## config.mk

```make
export PLATFORM = sky130hd
export DESIGN_NAME = sram_port_arbiter
export DESIGN_NICKNAME = d
export VERILOG_FILES = /design/src/rtl/sram_port_arbiter.sv
export SDC_FILE = /design/constraint.sdc
export NUM_CORES = 1
export LEC_CHECK = 0
export ABC_AREA = 1
export BUFFER_PORTS_ARGS = -buffer_cell sky130_fd_sc_hd__buf_4
export CORE_AREA = 3 3 206 208
export DETAILED_ROUTE_END_ITERATION = 7
export DIE_AREA = 0 0 209 211
export GPL_ROUTABILITY_DRIVEN = 0
export GPL_TIMING_DRIVEN = 0
export SYNTH_ARGS = -nofsm -noshare
export SYNTH_HDL_FRONTEND = slang
export SYNTH_SLANG_ARGS = --single-unit
```

## constraint.sdc

```tcl
create_clock -name clk -period 1.8 [get_ports clk]
set_input_delay 0.36 -clock clk [delete_from_list [all_inputs] [get_ports clk]]
set_output_delay 0.36 -clock clk [all_outputs]
set_load 0.02 [all_outputs]
```

## src/rtl/sram_port_arbiter.sv

```systemverilog
// sram_port_arbiter: shares one single-ported SRAM between fetch and data requesters.
// Data wins contention; a streak counter forces a fetch grant after DATA_STREAK_MAX data grants.
module sram_port_arbiter #(
    parameter int DATA_STREAK_MAX = 4,
    parameter int ADDR_W          = 64
) (
    input  logic              clk,
    input  logic              rst_n,
    input  logic              inst_req,
    input  logic [ADDR_W-1:0] inst_addr,
    output logic              inst_gnt,
    output logic              inst_rvalid,
    output logic [63:0]       inst_rdata,
    input  logic              data_req,
    input  logic [7:0]        data_we,
    input  logic [ADDR_W-1:0] data_addr,
    input  logic [63:0]       data_wdata,
    output logic              data_gnt,
    output logic              data_rvalid,
    output logic [63:0]       data_rdata,
    output logic              mem_en,
    output logic [7:0]        mem_we,
    output logic [ADDR_W-1:0] mem_addr,
    output logic [63:0]       mem_wdata,
    input  logic [63:0]       mem_rdata,
    output logic              stallreq
);
    typedef enum logic [1:0] {OWN_NONE, OWN_INST, OWN_DATA} owner_t;

    logic [3:0] streak_q, streak_d;
    owner_t     owner_q, owner_d;
    logic       store_q, store_d;
    logic       force_inst;

    always_comb begin
        force_inst  = inst_req && data_req && (streak_q == 4'(DATA_STREAK_MAX));
        // Grants are gated by rst_n so nothing reaches the SRAM while in reset.
        inst_gnt    = rst_n && inst_req && (!data_req || force_inst);
        data_gnt    = rst_n && data_req && !force_inst;
        mem_en      = inst_gnt || data_gnt;
        mem_we      = data_gnt ? data_we : 8'h00;
        mem_addr    = data_gnt ? data_addr : inst_addr;
        mem_wdata   = data_gnt ? data_wdata : 64'h0;
        stallreq    = rst_n && ((inst_req && !inst_gnt) || (data_req && !data_gnt));
        streak_d    = (inst_gnt || !inst_req) ? 4'd0 :
                      (data_gnt && streak_q < 4'(DATA_STREAK_MAX)) ? streak_q + 4'd1 : streak_q;
        owner_d     = inst_gnt ? OWN_INST : data_gnt ? OWN_DATA : OWN_NONE;
        store_d     = data_gnt && (data_we != 8'h00);
        inst_rvalid = owner_q == OWN_INST;
        data_rvalid = owner_q == OWN_DATA;
        inst_rdata  = inst_rvalid ? mem_rdata : 64'h0;
        data_rdata  = (data_rvalid && !store_q) ? mem_rdata : 64'h0;
    end

    always_ff @(posedge clk or negedge rst_n) begin
        if (!rst_n) begin
            streak_q <= 4'd0;
            owner_q  <= OWN_NONE;
            store_q  <= 1'b0;
        end else begin
            streak_q <= streak_d;
            owner_q  <= owner_d;
            store_q  <= store_d;
        end
    end
endmodule

```

==> results of run 1 <==
-- sequential cells by signal, summed over array words and instances, names as in the netlist --
register / cells
store_q: 1
streak_q: 4
owner_q: 2
-- per-stage QoR --
stage / total power, W / util / TNS, ps / std cells
2_1_floorplan: 0.0009027 / - / -1279 / 619
3_3_place_gp: 0.001976 / 0.1791 / -53110 / 1688
3_5_place_dp: 0.001990 / 0.1791 / -58790 / 1688
4_1_cts: 0.002733 / 0.2132 / -60390 / 1708
5_1_grt: 0.003264 / 0.2519 / -62440 / 1734
6_report: 0.003105 / 0.2519 / -52520 / 1734
-- report_power, final --
part           internal [W]  total (W)  leakage [nW]  switching [W]
clock network      0.000295   0.000378        0.0382      0.0000832
registers          0.000164   0.000168        0.0944     0.00000431
logic               0.00127    0.00256          5.54        0.00129
total               0.00172    0.00310          5.67        0.00138
-- per-layer routing --
| layer | GRT usage | wire, um | vias up |
|---|---|---|---|
| met2 | 0.2288 | 16610 | 364 |
| met1 | 0.1208 | 10550 | 2795 |
| met5 | 0 | 34 | - |
| met4 | 0.01963 | 748 | 4 |
| li1 | - | - | 2862 |
| met3 | 0.02970 | 2368 | 39 |
-- how the worst max path moves through the flow --
stage | start | endpoint | slack (ps) | cells after the start
2_1_floorplan | streak_q[0]$_DFFE_PN0P_ | mem_wdata[0] | -20 | 9
3_3_place_gp | streak_q[0]$_DFFE_PN0P_ | mem_wdata[45] | -540 | 10
3_5_place_dp | streak_q[0]$_DFFE_PN0P_ | mem_addr[25] | -570 | 11
4_1_cts | streak_q[0]$_DFFE_PN0P_ | mem_wdata[53] | -440 | 11
5_1_grt | streak_q[0]$_DFFE_PN0P_ | mem_addr[51] | -520 | 13
6_report | streak_q[0]$_DFFE_PN0P_ | mem_addr[48] | -450 | 13
-- worst max-delay path, cell delays in order (launching register included) --
cell and delay (ps):
sky130_fd_sc_hd__dfrtp_1 400, sky130_fd_sc_hd__inv_2 90, sky130_fd_sc_hd__ha_4 130, sky130_fd_sc_hd__nand2_2 50, sky130_fd_sc_hd__inv_2 40, sky130_fd_sc_hd__nand2_2 70, sky130_fd_sc_hd__nand3_4 80, sky130_fd_sc_hd__buf_12 150
sky130_fd_sc_hd__clkinv_8 60, sky130_fd_sc_hd__buf_12 150, sky130_fd_sc_hd__clkbuf_16 170, sky130_fd_sc_hd__nand2_4 80, sky130_fd_sc_hd__nand2_2 50, sky130_fd_sc_hd__buf_6 120
-- cell type report --
type	count	share of cell area
antenna	2	0.0004877
buffer	34	0.05304
clock buffer	4	0.007682
inverter	153	0.05743
multi-input combinational	426	0.2819
sequential	7	0.01707
tap	532	0.06487
timing repair buffer	576	0.5175
-- cells by family (layout without fill, tap and decap cells) --
family                     after synthesis  count (layout)  synth area share
DFF                                      7               7           0.06747
and+or+nand+nor                        422             424            0.6154
other                                    0               2                 0
buffers and inverters                  188             767            0.3075
adders and majority gates                2               2          0.009637
-- synthesized netlist by cell type (all sizes together) --
cell and n:
nor2 213, nand2 205, inv 153, buf 34
dfrtp 7, nand4 3, ha 2, clkbuf 1
nand3 1
-- timing repair --
action,4_1_cts,5_1_grt
gates resized for setup,293,350
endpoints found under the hold margin,7,0
pin swaps,3,28
setup buffers,9,13
gates cloned,6,14
endpoints found under the setup margin,244,259
hold buffers,1,0
==> run_results.csv, run 1 <==
group,metric,value,unit
status,status,"finished with violations",
status,violated_checks,"negative setup slack",
power,total_power_divided_by_cell_area,302.6,mW/mm^2
critical_path,r2r.worst_path.cells,11,
logic_synthesis,syn_area,0.002596,mm^2
critical_path,flop_to_flop_setup_slack,160,ps
sta,final_critical_path_setup_slack,-453.2,ps
routing,vias_per_cell,3.497,
sta,min_period_over_period,1.252,
grt,grt_pass1_wl,37.76,mm
critical_path,worst-endpoint-arrival,1890,ps
placement,detailed_place.area,0.007296,mm^2
clocking,clkSlewWorstSetupHoldPaths,40,ps
clocking,htreeDepth,1,
power,cellLeakagePower,5.671,nW
logic_synthesis,synth_seq_cells,7,
final_layout,top_library_cells_by_usage_in_the_layout_fill_and_taps_aside,"sky130_fd_sc_hd__buf_4, sky130_fd_sc_hd__buf_6, sky130_fd_sc_hd__inv_1",
grt,grt_start_max_net_pins,11,
critical_path,worst_r2r_startpoint,"streak_q[0]$_DFFE_PN0P_",
grt,global_route.overflow_total,0,
routing,postRouteWirelength,30.31,mm
grt,antenna_found_initial,5,
routing,total_via_count_in_the_routed_design,6064,
critical_path,timing.critical_path.fanout_max,7,
sta,fmax,443.8,MHz
grt,grt_pass1_vias,5976,
logic_synthesis,postSynthAreaPerCell,4.194,um^2
logic_synthesis,netlist_top_cells_area,"sky130_fd_sc_hd__nor2_1, sky130_fd_sc_hd__nand2_1, sky130_fd_sc_hd__inv_1, sky130_fd_sc_hd__dfrtp_1, sky130_fd_sc_hd__buf_2",
critical_path,crit_path_start_kind,"flop",
final_layout,multi_input_comb_area,0.002893,mm^2
final_layout,final_nets,1471,
worst_hold_path,timing.hold.worst.start,"inst_req",
die,floorplan.initialDensity,0.06373,
critical_path,critPathCaptureType,"primary output",
sta,fin_hold_ws,477.9,ps
logic_synthesis,netlist-cell-type-count,13,
routing,drtAntennaViolNets,0,
clocking,cts_inserted_buffers,3,
final_layout,syn_to_final_growth,295.2,%
job,cap_viol_max_count,0,
sta,tightestPinTransition,380.6,ps
sta,grt_setup_unrepaired,"true",
logic_synthesis,synth_top_area_share,0.3080,
final_layout,fillerInstances,4368,
die,fp.dieH,211,um
clocking,cts_tree,"built",
logic_synthesis,synth.net_count,889,
die,placeableCoreArea,0.04074,mm^2
die,fp.dieArea,0.04410,mm^2
die,num_rows,74,
sta,finalWorstPathRequiredPeriod,2253,ps
sta,fin_skew,1.071,ps
sta,slew_viol_final,0,
logic_synthesis,yosys.area.top_type,"sky130_fd_sc_hd__nor2_1",
routing,dr.first_iter.drc_count,308,
die,die-width,209,um
critical_path,worstPathRequired,1440,ps
critical_path,crit-reg2reg-capture,"store_q$_DFF_PN0_",
routing,average_wire_length_per_cell_after_detail_routing,17.48,um
logic_synthesis,yosysWarningCount,0,
clocking,cts_max_path_buffers,2,
placement,dp_slack,-569.9,ps
grt,global_route.usage.total,0.1144,
sta,slew_headroom,0.7455,
final_layout,most_common_library_cell_in_the_layout_ignoring_fill_and_taps,"sky130_fd_sc_hd__buf_4",
logic_synthesis,synth_seq_area_share,0.06747,
sta,final_setup_violating_endpoints,153,
worst_hold_path,worstHoldPathType,"in2reg",
clocking,number_of_sinks_on_the_clock_net,7,
placement,port_buffers,537,
sta,report.final.hold_viol_count,0,
worst_hold_path,timing.hold.worst_endpoint,"streak_q[3]$_DFFE_PN0P_",
die,boundaryPins,538,
final_layout,post_route_cells_drive_above_1_share,0.6992,
placement,detailed_place_hpwl,24.33,mm
routing,detail_route.first_pass.iterations,4,
critical_path,path_class,"reg2out",
routing,route.detailed.drc,0,
final_layout,final_design_area_no_fill,0.01026,mm^2
clocking,worstSkewPairLatency,230,ps
worst_hold_path,hold_path_depth,3,
power,vdd.ir_drop.worst,0.0003038,V
clocking,clock_tree.root_cell,"sky130_fd_sc_hd__clkbuf_16",
final_layout,layout.area.seq,175.2,um^2
logic_synthesis,synthesis.instances,619,
Note: power is estimated with default switching activity, not from simulation.
==> inputs of run 2 (changes only) <==
Settings changed: PLACE_DENSITY set to 0.37.
==> run 2 against run 1 <==
  * The run still ends with negative setup slack left
  * Clock skew increased by 0.67 ps
  * Final area decreased by 0.60%
  * Combinational power down 2%
  * Largest power group unchanged
  * Highest routed layer unchanged
==> run_results.csv, run 2 (synthesis results as in run 1) <==
group,metric,value,unit
routing,drtAntennaViolNets,0,
sta,slew_headroom,0.7650,
job,cap_viol_max_count,0,
grt,global_route.overflow_total,0,
die,boundaryPins,538,
critical_path,crit_path_start_kind,"flop",
placement,detailed_place_hpwl,24.31,mm
clocking,cts_tree,"built",
status,violated_checks,"negative setup slack",
routing,average_wire_length_per_cell_after_detail_routing,16.58,um
routing,route.detailed.drc,0,
clocking,cts_inserted_buffers,3,
critical_path,worst-endpoint-arrival,1850,ps
critical_path,worstPathRequired,1440,ps
critical_path,worst_path_max_delay_cell,"sky130_fd_sc_hd__dfrtp_1",
sta,fmax,452.7,MHz
routing,detail_route.first_pass.iterations,6,
status,status,"finished with violations",
critical_path,worst_path_largest_cell_delay,360,ps
clocking,clkSlewWorstSetupHoldPaths,40,ps
clocking,htreeDepth,1,
sta,tightestPinTransition,351.4,ps
grt,global_route.usage.total,0.1137,
critical_path,cpMostUsedCell,"sky130_fd_sc_hd__nand2_2",
power,total_power_divided_by_cell_area,300.2,mW/mm^2
final_layout,final_nets,1465,
sta,final_critical_path_setup_slack,-409.2,ps
power,vdd.ir_drop.worst,0.0003271,V
routing,vias_per_cell,3.384,
clocking,cts_max_path_buffers,2,
final_layout,most_common_library_cell_in_the_layout_ignoring_fill_and_taps,"sky130_fd_sc_hd__buf_4",
final_layout,post_route_cells_drive_above_1_share,0.7203,
final_layout,top_library_cells_by_usage_in_the_layout_fill_and_taps_aside,"sky130_fd_sc_hd__buf_4, sky130_fd_sc_hd__buf_6, sky130_fd_sc_hd__inv_1",
sta,slew_viol_final,0,
clocking,clock_tree.root_cell,"sky130_fd_sc_hd__clkbuf_16",
sta,report.final.hold_viol_count,0,
critical_path,critPathCaptureType,"primary output",
power,cellLeakagePower,5.716,nW
final_layout,syn_to_final_growth,292.9,%
sta,totalNegativeSetupSlack,-45070,ps
final_layout,final_design_area_no_fill,0.01020,mm^2
final_layout,top_register,"streak_q",
die,floorplan.initialDensity,0.06373,
placement,port_buffers,537,
die,fp.dieArea,0.04410,mm^2
sta,final_setup_violating_endpoints,138,
clocking,worstSkewPairLatency,230,ps
sta,fin_skew,1.741,ps
routing,total_via_count_in_the_routed_design,5847,
sta,grt_setup_unrepaired,"true",
sta,min_period_over_period,1.227,
sta,finalWorstPathRequiredPeriod,2209,ps
die,die-width,209,um
die,placeableCoreArea,0.04074,mm^2
critical_path,timing.critical_path.fanout_max,6,
routing,postRouteWirelength,28.65,mm
grt,grt_start_max_net_pins,13,
worst_hold_path,worstHoldPathType,"in2reg",
routing,dr.first_iter.drc_count,142,
critical_path,crit_path_cell_trace,"inv_2 > ha_4 > nand2_2 > inv_2 > nand2_4 > nand3_4 > inv_6 > buf_12 > buf_8 > nand2_2 > nand2_2 > buf_6",
grt,antenna_found_initial,5,
die,fp.dieH,211,um
die,num_rows,74,
final_layout,largestRegisters,"streak_q (4), owner_q (2), store_q (1)",
critical_path,path_class,"reg2out",
grt,grt_pass1_wl,37.78,mm
grt,grt_pass1_vias,6057,
final_layout,largest_reg_flops,4,
clocking,number_of_sinks_on_the_clock_net,7,
placement,detailed_place.area,0.007296,mm^2
run 2: changes by cell type in the layout (fill, tap and decap cells not counted), moves of 3 or more:
cell                      delta
sky130_fd_sc_hd__buf_12      -3
sky130_fd_sc_hd__nand2_1    -32
sky130_fd_sc_hd__nand2_2    +13
sky130_fd_sc_hd__nand2_4    +18
sky130_fd_sc_hd__nor2_1      +4
sky130_fd_sc_hd__nor2_2     +15
sky130_fd_sc_hd__nor2_4     -19
run 2: routing by layer:
layer  vias to the layer above  global-route usage  wire length [um]
met4                         4             0.03048               927
li1                       2841                   -                 -
met1                      2620              0.1150              9525
met5                         -                   0                27
met2                       345              0.2230             15570
met3                        37             0.03668              2603
run 2: final cells by class:
cell class | instances | area [um^2]
tap | 532 | 665.6
antenna | 2 | 5.005
inverter | 153 | 579.3
sequential | 7 | 175.2
buffer | 29 | 459.2
timing repair buffer | 577 | 5305
clock buffer | 4 | 78.83
fill | 4510 | 30540
multi-input combinational | 424 | 2932
run 2: worst paths after layout:
path	from	endpoint	slack, ps	depth (start not counted)
worst min-delay path	inst_req	streak_q[3]$_DFFE_PN0P_	480	3
worst max register to register	streak_q[0]$_DFFE_PN0P_	store_q$_DFF_PN0_	270	9
max in group asynchronous	rst_n	owner_q[0]$_DFF_PN0_	940	2
worst max-delay path	streak_q[0]$_DFFE_PN0P_	mem_addr[53]	-410	12
min in group asynchronous	rst_n	streak_q[1]$_DFFE_PN0P_	610	2
worst min register to register	streak_q[2]$_DFFE_PN0P_	streak_q[2]$_DFFE_PN0P_	500	2
run 2: what timing repair did:
item | CTS | global route
gates cloned | 5 | 13
resized for setup | 336 | 311
buffers inserted | 14 | 9
endpoints found under the setup margin | 261 | 196
hold buffers | 1 | 0
pin swaps | 16 | 47
endpoints found under the hold margin | 7 | 0
run 2: stage by stage:
stage / setup slack, ps / std cells / hold slack (ps) / power [W] / util
after detailed placement: -510.0 / 1688 / 198.8 / 0.001997 / 0.1791
after global placement: -539.7 / 1688 / 198.3 / 0.001995 / 0.1791
final: -409.2 / 1728 / 476.5 / 0.003062 / 0.2504
after floorplan: -19.17 / 619 / 64.41 / 0.0009027 / -
after CTS: -513.0 / 1708 / 477.3 / 0.002772 / 0.2157
after global routing: -496.2 / 1728 / 505.5 / 0.003244 / 0.2504
run 2: power breakdown:
part           switching (W)  leakage (nW)  internal [W]  total [W]
combinational        0.00126          5.58       0.00125    0.00251
clock              0.0000855        0.0382      0.000295   0.000380
sequential        0.00000354        0.0944      0.000164   0.000167
run 2: critical path: cells and delay by family, from the launching register on:
family	cells	cell delay, ps
buf+inv	6	660
fa+ha+maj	1	150
simple gates	5	440
flops	1	360
